<file path="src/rtl/counter_updown_mod.sv">
// rtl/counter_updown_mod.sv - parametrised up/down modulo counter with wrap pulse and sticky overflow
module counter_updown_mod #(
  parameter int              WIDTH     = 8,
  parameter bit              SATURATE  = 1'b0,
  parameter logic [WIDTH-1:0] RESET_VAL = '0
) (
  input  logic             clk,
  input  logic             reset,
  input  logic             en,
  input  logic             up,
  input  logic             clr,
  input  logic             load,
  input  logic [WIDTH-1:0] load_val,
  input  logic [WIDTH-1:0] limit,
  input  logic             ovf_clr,
  output logic [WIDTH-1:0] count,
  output logic             wrap,
  output logic             ovf
);

  logic [WIDTH-1:0] r_count;
  logic             r_wrap;
  logic             r_ovf;

  logic [WIDTH-1:0] w_count_nxt;
  logic             w_wrap_nxt;
  logic             w_ovf_nxt;
  logic [WIDTH-1:0] w_load_clamped;

  assign w_load_clamped = (load_val > limit) ? limit : load_val;

  // Increment/decrement are only selected away from the boundary, so no
  // result ever depends on binary roll-over of the WIDTH-bit adder.
  always_comb begin
    w_count_nxt = r_count;
    w_wrap_nxt  = 1'b0;
    w_ovf_nxt   = r_ovf & ~ovf_clr;
    if (clr) begin
      w_count_nxt = '0;
      w_ovf_nxt   = 1'b0;
    end else if (load) begin
      w_count_nxt = w_load_clamped;
    end else if (en) begin
      if (r_count > limit) begin
        w_count_nxt = limit;
      end else if (up) begin
        if (r_count < limit) begin
          w_count_nxt = r_count + 1'b1;
        end else if (SATURATE) begin
          w_ovf_nxt = 1'b1;
        end else begin
          w_count_nxt = '0;
          w_wrap_nxt  = 1'b1;
        end
      end else begin
        if (r_count != '0) begin
          w_count_nxt = r_count - 1'b1;
        end else if (SATURATE) begin
          w_ovf_nxt = 1'b1;
        end else begin
          w_count_nxt = limit;
          w_wrap_nxt  = 1'b1;
        end
      end
    end
  end

  always_ff @(posedge clk or negedge reset) begin
    if (!reset) begin
      r_count <= RESET_VAL;
      r_wrap  <= 1'b0;
      r_ovf   <= 1'b0;
    end else begin
      r_count <= w_count_nxt;
      r_wrap  <= w_wrap_nxt;
      r_ovf   <= w_ovf_nxt;
    end
  end

  assign count = r_count;
  assign wrap  = r_wrap;
  assign ovf   = r_ovf;

endmodule

</file>
<file path="config.mk">
export PLATFORM = sky130hd
export DESIGN_NAME = counter_updown_mod
export DESIGN_NICKNAME = d
export VERILOG_FILES = /design/src/rtl/counter_updown_mod.sv
export SDC_FILE = /design/constraint.sdc
export NUM_CORES = 1
export LEC_CHECK = 0
export BUFFER_PORTS_ARGS = -buffer_cell sky130_fd_sc_hd__clkbuf_2
export CORE_ASPECT_RATIO = 0.7
export CORE_MARGIN = 2
export CORE_UTILIZATION = 50
export DETAILED_ROUTE_END_ITERATION = 12
export GPL_TIMING_DRIVEN = 1
export PLACE_DENSITY_LB_ADDON = 0.3
export SYNTH_ARGS = -nofsm -noshare
export SYNTH_HDL_FRONTEND = slang
export SYNTH_SLANG_ARGS = --single-unit
</file>
<file path="constraint.sdc">
create_clock -name clk -period 2.6 [get_ports clk]
set_clock_uncertainty 0.2 [all_clocks]
set_input_delay 0.26 -clock clk [delete_from_list [all_inputs] [get_ports clk]]
set_output_delay 0.26 -clock clk [all_outputs]
set_load 0.02 [all_outputs]
</file>
After elaboration in Yosys (flattened, before gate mapping)
Index checks and enable logic that the tools add are counted.

Word-level logic and storage cells: 28. Output and inout bits: 10. Bits in registers: 10. Input port bits: 23.

$lt $le $gt $ge: 3. Add/subtract/negate cells: 2. Reductions and logical operators: 2. Mux-type cells: 16. Bitwise logic cells: 2.

Operators by type and width (count): $mux 8 (8); $gt 8x8->1 (2); $add 8x1->8 const B (1); $lt 8x8->1 (1); $mux 1 (8); $reduce_bool 8->1 (1); $sub 8x1->8 const B (1); $reduce_bool 3->1 (1); $and 1x1->1 (1); $not 1->1 (1).

Depth between registers and ports, before layout
Gate-level depths: netlist (run 1).

Word-level depth: 7. Depth in mapped cells: 10. Gate-level depth less buffers: 8.

Worst setup path before layout (run 1)
No wires, ideal clock.

Path type: reg2reg. Start: reg r_count[0] (netlist: count[0]). End: reg r_count[5] (netlist: count[5]). Stages on the path, launching flop included: 11. Clock period less this slack: 2.578 ns. Data arrival time: 2.246 ns. Library setup time: 0.132 ns. Buffers on the path: 2. Required time: 2.268 ns. Setup slack: 0.022 ns. Cells stage by stage: dfrtp_1 clkbuf_1 inv_1 ha_1 nand4_1 nor2_2 nor2_1 or3_1 buf_6 a221oi_2 a211oi_1.

Word-level cells in the longest chain between the ends: 7. Elaborated cells between the ends (all ways): 12. Classes of those cells: add/sub: 2; order compare: 2; mux: 7; reduce/logical: 1.

RTL lines: start: declaration (RTL line 21) `logic [WIDTH-1:0] r_count;`; start signal: assignment (RTL line 74) `r_count <= w_count_nxt;`; $sub 8x1->8, or another cell as far along (RTL line 57) `w_count_nxt = r_count - 1'b1;`; $mux 8, on equally long branches (RTL line 56, 47); $mux 8 (RTL line 46) `end else if (up) begin`; $mux 8 * (RTL line 44) `if (r_count > limit) begin`; $mux 8 * (RTL line 43) `end else if (en) begin`; $mux 8 * (RTL line 41) `end else if (load) begin`; $mux 8 * (RTL line 38) `if (clr) begin`.

Every way passes the cells marked *; elsewhere a longest branch is shown, timed or not. The select of a mux whose other input is x is not followed. A chain may end at the register's enable or synchronous reset.

Worst setup path in the final report (run 1)
Start: reg r_count[1] (netlist: count[1]). End: reg r_count[7] (netlist: count[7]).

The elaborated chain is that of the path after synthesis.

==> summary.txt, run 1 <==
Route
  – Detail Route Antenna Nets: 0
  – Post-DR wirelength/cell: 17.13 µm
  – Vias: 1702
  – Residual DRC: 0
  – DRT Pass-1 Iters: 4
  – DRT iter0 DRCs: 190
  – Vias per std cell: 6.304
  – Total Wirelength: 4.624 mm

Global routing
  – Grt ovf: 0
  – Global-route wire length before repair: 7.665 mm
  – Antenna violations before repair: 0
  – Vias in the first global route: 1706
  – Total GRT Usage: 0.2752
  – Largest net degree at the start of global routing: 21

STA
  – Final setup vio count: 0
  – Fin. Hold Viols: 0
  – Slew HR: 0.6246
  – Max-slew violations: 0
  – Final Critical Period: 2548 ps
  – RSZ-0062 raised after global routing: yes
  – Crit share post-route: 0.9802
  – Fmax: 392.4 MHz
  – Worst-margin pin slew: 562.4 ps

Place
  – Final HPWL DP: 3.555 mm
  – Dpl cell area: 1828 µm²
  – Gpl congestion: 0.9054
  – I/O Buffers: 32

Cells and area
  – Antenna Cells: 0
  – Commonest cells after routing, fill and taps aside: 32 x clkbuf_2, 21 x buf_4, 19 x ha_1, 15 x nand2_1
  – Finished Cell Area: 1919 µm²
  – Ratio of cells with drive above 1 in the final layout: 0.3291
  – Nets: 278
  – Area Overhead vs Synth: 24.61%
  – Most common cell after layout, fill and taps aside: clkbuf_2
  – Final Core Density: 0.6705

Worst setup path
  – WP data arrival: 2490 ps
  – Worst-path cell chain: ha_1, nor2b_1, o211ai_1, buf_4, a211oi_2, buf_4, nor2_2, o221ai_1, a2111oi_2
  – Cell mode on critical path: buf_4
  – Crit Path Category: reg2reg
  – CP max stage delay: 390 ps
  – Worst setup EP type: flop
  – CP startpoint kind: flop
  – Critical Path RT: 2540 ps
  – Max Fanout on Critical Path: 6
  – Slowest cell on crit path: a2111oi_2

CTS
  – CTS Buffer Depth: 2
  – Clock buffer count from CTS: 3
  – Clk Latency, worst-skew pair: 250 ps
  – H-tree depth: 1
  – Clk root buf: clkbuf_8
  – Post-CTS setup repair buffer count: 0
  – Clock sinks: 10
  – TritonCTS clock tree: yes
  – Worst-path clk slew: 60 ps

Synthesis
  – Xor/xnor share of the synthesized area: 0.02843
  – Syn Inst Count: 190
  – Synthesized flop and latch total: 10
  – Synth Warn #: 0
  – Netlist cell types: 46
  – Synth area leaders: dfrtp_1 16%, ha_1 15%, mux2i_1 5.2%
  – Synth Flop Type: dfrtp_1
  – Fraction of registers with async set/reset: 1.000
  – Syn Nets: 232
  – Top-area cell type share of the netlist area: 0.1625
  – Simple-gate area share of the yosys netlist: 0.2632
  – Synth area leader: dfrtp_1
  – Mean Syn Cell Area: 8.106 µm²
  – Synth Area in Adders: 0.1543
  – Seq/Total Area, Yosys: 0.1625
  – Syn Std Cell Area: 1540 µm²
  – Post-synthesis mux area share: 0.05199
  – Post-synth EDFFs: 0
  – Compound-Gate Fraction of Synth Area: 0.2640
  – Largest family of logic cells by synthesized area: compound AO/OA/AOI/OAI gates

Status
  – Outcome: finished clean

Floorplanning
  – # rows: 16
  – DIE WIDTH: 70.34 µm
  – CORE AREA: 2863 µm²
  – Die Y: 50.44 µm
  – Top Ports: 33
  – Initial Utilization: 0.5380
  – Die outline area: 3547 µm²

Worst hold path
  – Worst min-delay path category: in2reg

Power and ir drop
  – PwrDens: 459.4 nW/µm²
  – Static leakage: 0.9047 nW
  – Max VDD drop: 294.8 µV

Flow run
  – Max_cap viols: 0
[cell families (layout without fill, tap and decap cells)]
| kind of cell | count (synthesis) | count (layout) |
|---|---|---|
| XOR/XNOR | 5 | 5 |
| multiplexers | 8 | 8 |
| buffers and inverters | 25 | 69 |
| adder cells (fa/ha/maj) | 19 | 19 |
| AO/OA/AOI/OAI | 50 | 50 |
| flip-flops | 10 | 10 |
| AND/OR/NAND/NOR | 73 | 73 |
[power breakdown]
part           switching (W)  internal, W
sequential        0.00000942     0.000173
combinational       0.000310     0.000218
clock              0.0000698     0.000102
total               0.000389     0.000492
[layer usage]
layer | vias to the layer above | global-route usage | wire length (µm)
met4 | 0 | 0.08333 | 41
met3 | 10 | 0.04819 | 352
met5 | - | 0 | 0
met2 | 86 | 0.4796 | 2188
met1 | 796 | 0.3488 | 2042
li1 | 810 | - | -
[final cells by class]
cell class	instances	area (µm²)
multi-input cells	155	1204
fillers	237	943.4
repair buffers	55	337.8
flip-flops and latches	10	250.2
well taps	36	45.04
clock buffers	3	41.29
inverters	11	41.29
[stage by stage]
step	setup WS (ps)	TNS (ps)	std cells	total power (W)	hold slack, ps
6_report	51.53	0	270	0.0008817	96.18
5_1_grt	-55.40	-96.94	270	0.0009381	149.8
3_5_place_dp	-167.4	-195.3	265	0.0006810	-47.41
3_3_place_gp	-100.8	-100.8	265	0.0006635	-57.46
4_1_cts	19.36	0	270	0.0008622	90.66
2_1_floorplan	21.96	0	190	0.0005326	-235.6
[worst paths after layout]
| check | from | to | slack [ps] | cells past startpoint |
|---|---|---|---|---|
| worst min register to register | ovf$_DFF_PN0_ | ovf$_DFF_PN0_ | 340 | 1 |
| max in group asynchronous | reset | wrap$_DFF_PN0_ | 1730 | 2 |
| worst max-delay path | count[1]$_DFFE_PN0P_ | count[7]$_DFFE_PN0P_ | 50 | 9 |
| worst max register to register | count[1]$_DFFE_PN0P_ | count[7]$_DFFE_PN0P_ | 50 | 9 |
| min in group asynchronous | reset | count[5]$_DFFE_PN0P_ | 230 | 2 |
| worst min-delay path | en | wrap$_DFF_PN0_ | 100 | 3 |
[state kept, by name (all words and copies together) (netlist names)]
register,flops
ovf,1
count,8
wrap,1
[synthesized netlist by cell type (4+ instances only)]
library cell and n:
a211oi_1 6, a21oi_1 12, a221oi_2 4, clkbuf_1 6, dfrtp_1 10, ha_1 19
inv_1 11, mux2i_1 8, nand2_1 15, nand2b_1 7, nand3_1 5, nand4_1 4
nor2_1 10, nor3_1 9, nor4_1 5, o21bai_1 4, o31ai_1 4
[worst max-delay path: cells and delay by family, from the launching register on]
kind                       cells  cell delay [ps]
adders and majority gates      1              300
DFF                            1              380
buffers and inverters          2              350
and+or+nand+nor                2              330
AOI/OAI and AO/OA              4              900
[repair_timing]
item | in CTS | in global routing
endpoints found under the setup margin | 1 | 5
hold buffers | 2 | 0
endpoints found under the hold margin | 11 | 0
gates resized for setup | 2 | 5
No activity file was read; power rests on OpenSTA's default activity.
==> run 2, diff against run 1 <==
Clock period 2.6 ns to 2.5 ns, I/O delays scaled along.
==> summary.txt, run 2 (same netlist as run 1, synthesis figures left out) <==
Status
  – Outcome: finished clean

STA
  – Crit share post-route: 0.9805 (about the same)
  – Final setup vio count: 0 (unchanged)
  – Worst-margin pin slew: 436.6 ps (-125.7 ps)
  – Fin. Hold Viols: 0 (unchanged)
  – Final Critical Period: 2451 ps (-97.30 ps)
  – Slew HR: 0.7075 (+0.08296)
  – Max-slew violations: 0 (unchanged)
  – Fmax: 408.0 MHz (+4.0%)

Place
  – Gpl congestion: 1.034 (+14%)
  – Placed cells: 281 (+6.0%)
  – Dpl cell area: 1949 µm² (+6.6%)
  – Final HPWL DP: 3.861 mm (+8.6%)
  – I/O Buffers: 32 (unchanged)

Cells and area
  – Post-route non-filler standard cell count: 289 (+7.0%)
  – Ratio of cells with drive above 1 in the final layout: 0.4071 (+0.07805)
  – Antenna Cells: 0 (unchanged)
  – Finished Cell Area: 2172 µm² (+13%)
  – Max FFs per register: 8 (unchanged)
  – Nets: 296 (+6.5%)
  – Most common cell after layout, fill and taps aside: buf_4
  – Commonest cells after routing, fill and taps aside: 39 x buf_4, 32 x clkbuf_2, 15 x ha_1, 14 x nand2_1, 11 x inv_1
  – Fill cells: 187 (-21%)
  – Area Overhead vs Synth: 41.02%

Worst hold path
  – Hold Path Depth: 3 (unchanged)
  – Worst min-delay path category: in2reg
  – Min-delay src: en
  – Hold EP: wrap$_DFF_PN0_

CTS
  – TritonCTS clock tree: yes
  – Clock buffer count from CTS: 3 (unchanged)
  – CTS Buffer Depth: 2 (unchanged)
  – Clk Latency, worst-skew pair: 240 ps (about the same)
  – Clock sinks: 10 (unchanged)
  – Worst-path clk slew: 50 ps (about the same)
  – H-tree depth: 1 (unchanged)
  – Clk root buf: clkbuf_8

Route
  – DRT iter0 DRCs: 208 (+9.5%)
  – WL met3: 379 µm (+7.7%)
  – Vias: 1828 (+7.4%)
  – DRT Pass-1 Iters: 4 (unchanged)
  – Post-DR wirelength/cell: 18.18 µm (+6.1%)
  – Top sig layer: met4
  – Met2 wire len: 2.541 mm (+16%)
  – Residual DRC: 0 (unchanged)
  – Detail Route Antenna Nets: 0 (unchanged)
  – Total Wirelength: 5.253 mm (+14%)
  – Vias per std cell: 6.325 (+0.34%)
  – Met1 WL: 2.107 mm (+3.2%)

Worst setup path
  – Slowest cell on crit path: dfrtp_1
  – CP delay by family, top: compound AO/OA/AOI/OAI gates
  – Max Fanout on Critical Path: 10 (+4)
  – Crit path buffers/inverters: 2 (unchanged)
  – WP data arrival: 2360 ps (-130 ps)
  – Worst setup EP type: flop
  – Worst-path cell chain: ha_4, nor2b_1, o211ai_1, buf_4, a21oi_4, buf_4, o21ai_0, a22oi_1, a211oi_1
  – Critical Path RT: 2410 ps (-130 ps)
  – CP max stage delay: 420 ps (+30 ps)
  – Worst r2r src: count[1]$_DFFE_PN0P_
  – Cell mode on critical path: buf_4
  – Crit Path Category: reg2reg
  – Worst reg-to-reg path cell count: 9 (unchanged)
  – CP startpoint kind: flop
  – RR Endpoint: count[0]$_DFFE_PN0P_
  – R2R Setup Slk: 50 ps (about the same)

Power and ir drop
  – Cell internal pwr: 0.0005689 W (+16%)
  – Max VDD drop: 254.8 µV (-14%)
  – Static leakage: 0.9923 nW (+9.7%)
  – P_sw: 0.0004496 W (+16%)
  – Combinational share of power: 0.628 (+0.030)
  – Net Sw Frac: 0.4414 (about the same)
  – Sequential share of power: 0.192 (-0.015)
  – Clk pwr share: 0.180 (-0.015)
  – PwrDens: 468.9 nW/µm² (+2.1%)

Floorplanning
  – Die outline area: 3547 µm² (unchanged)
  – Initial Utilization: 0.5380 (unchanged)
  – Top Ports: 33 (unchanged)
  – DIE WIDTH: 70.34 µm (unchanged)
  – Die Y: 50.44 µm (unchanged)
  – CORE AREA: 2863 µm² (unchanged)
  – # rows: 16 (unchanged)

Global routing
  – Grt ovf: 0 (unchanged)
  – Antenna violations before repair: 0 (unchanged)
  – Total GRT Usage: 0.2909 (+0.01571)
  – Vias in the first global route: 1821 (+6.7%)
  – Global-route wire length before repair: 8.211 mm (+7.1%)
  – Largest net degree at the start of global routing: 23 (+9.5%)

Flow run
  – Max_cap viols: 0 (unchanged)
==> run 2: cell types whose count changed in the layout (fill, tap and decap cells not counted), sizes merged <==
cell    before  now
buf         21   39
clkbuf      35   36
==> run 2: area by class of cell <==
class	count	area (µm²)	share of cell area
multi-input combinational	155	1316	0.6060
sequential	10	251.5	0.1158
timing repair buffer	73	473.0	0.2177
tap	36	45.04	0.02074
inverter	11	41.29	0.01901
clock buffer	4	45.04	0.02074
==> run 2: timing repair <==
| item | in CTS | in global routing |
|---|---|---|
| hold buffers | 2 | 0 |
| hold endpoints to repair | 11 | 0 |
| pin swaps | 0 | 6 |
| buffers inserted | 0 | 2 |
| resized for setup | 5 | 15 |
| setup endpoints to repair | 8 | 8 |
==> run 2: worst max path at each step <==
stage,from,end,depth (start not counted)
final,count[1]$_DFFE_PN0P_,count[0]$_DFFE_PN0P_,9
after global routing,count[1]$_DFFE_PN0P_,count[0]$_DFFE_PN0P_,9
after CTS,count[1]$_DFFE_PN0P_,count[6]$_DFFE_PN0P_,9
after detailed placement,limit[7],count[7]$_DFFE_PN0P_,11
after global placement,limit[7],count[5]$_DFFE_PN0P_,10
after floorplan,count[1]$_DFFE_PN0P_,count[5]$_DFFE_PN0P_,8
==> run 2: metrics by stage <==
step	TNS [ps]	hold slack [ps]	power, W	util	setup slack (ps)
after floorplan	0	-245.6	0.0005549	-	8.355
after global placement	-48.16	-63.96	0.0007161	0.6809	-20.89
after detailed placement	-430.0	-55.96	0.0007379	0.6809	-89.75
after CTS	0	92.11	0.0009424	0.7115	1.847
after global routing	-28.59	106.1	0.001079	0.7587	-22.67
final	0	92.63	0.001019	0.7587	48.83
==> run 2: worst register-to-register path, stage by stage, from the launching register on <==
cell	delay, ps
dfrtp_1	420
ha_4	280
nor2b_1	120
o211ai_1	120
buf_4	160
a21oi_4	290
buf_4	180
o21ai_0	130
a22oi_1	280
a211oi_1	130
==> run 2: routing by layer <==
metal	global-route usage	vias up
met3	0.07229	25
li1	-	845
met5	0	-
met4	0.1314	0
met1	0.3431	865
met2	0.5016	93
==> run 2: power by group through the flow <==
stage / sequential (W) / combinational, W / clock (W)
after floorplan: 0.000222 / 0.000333 / 0
after global placement: 0.000192 / 0.000524 / 0
after detailed placement: 0.000193 / 0.000545 / 0
after CTS: 0.000191 / 0.000566 / 0.000185
after global routing: 0.000197 / 0.000688 / 0.000195
final: 0.000195 / 0.000640 / 0.000184
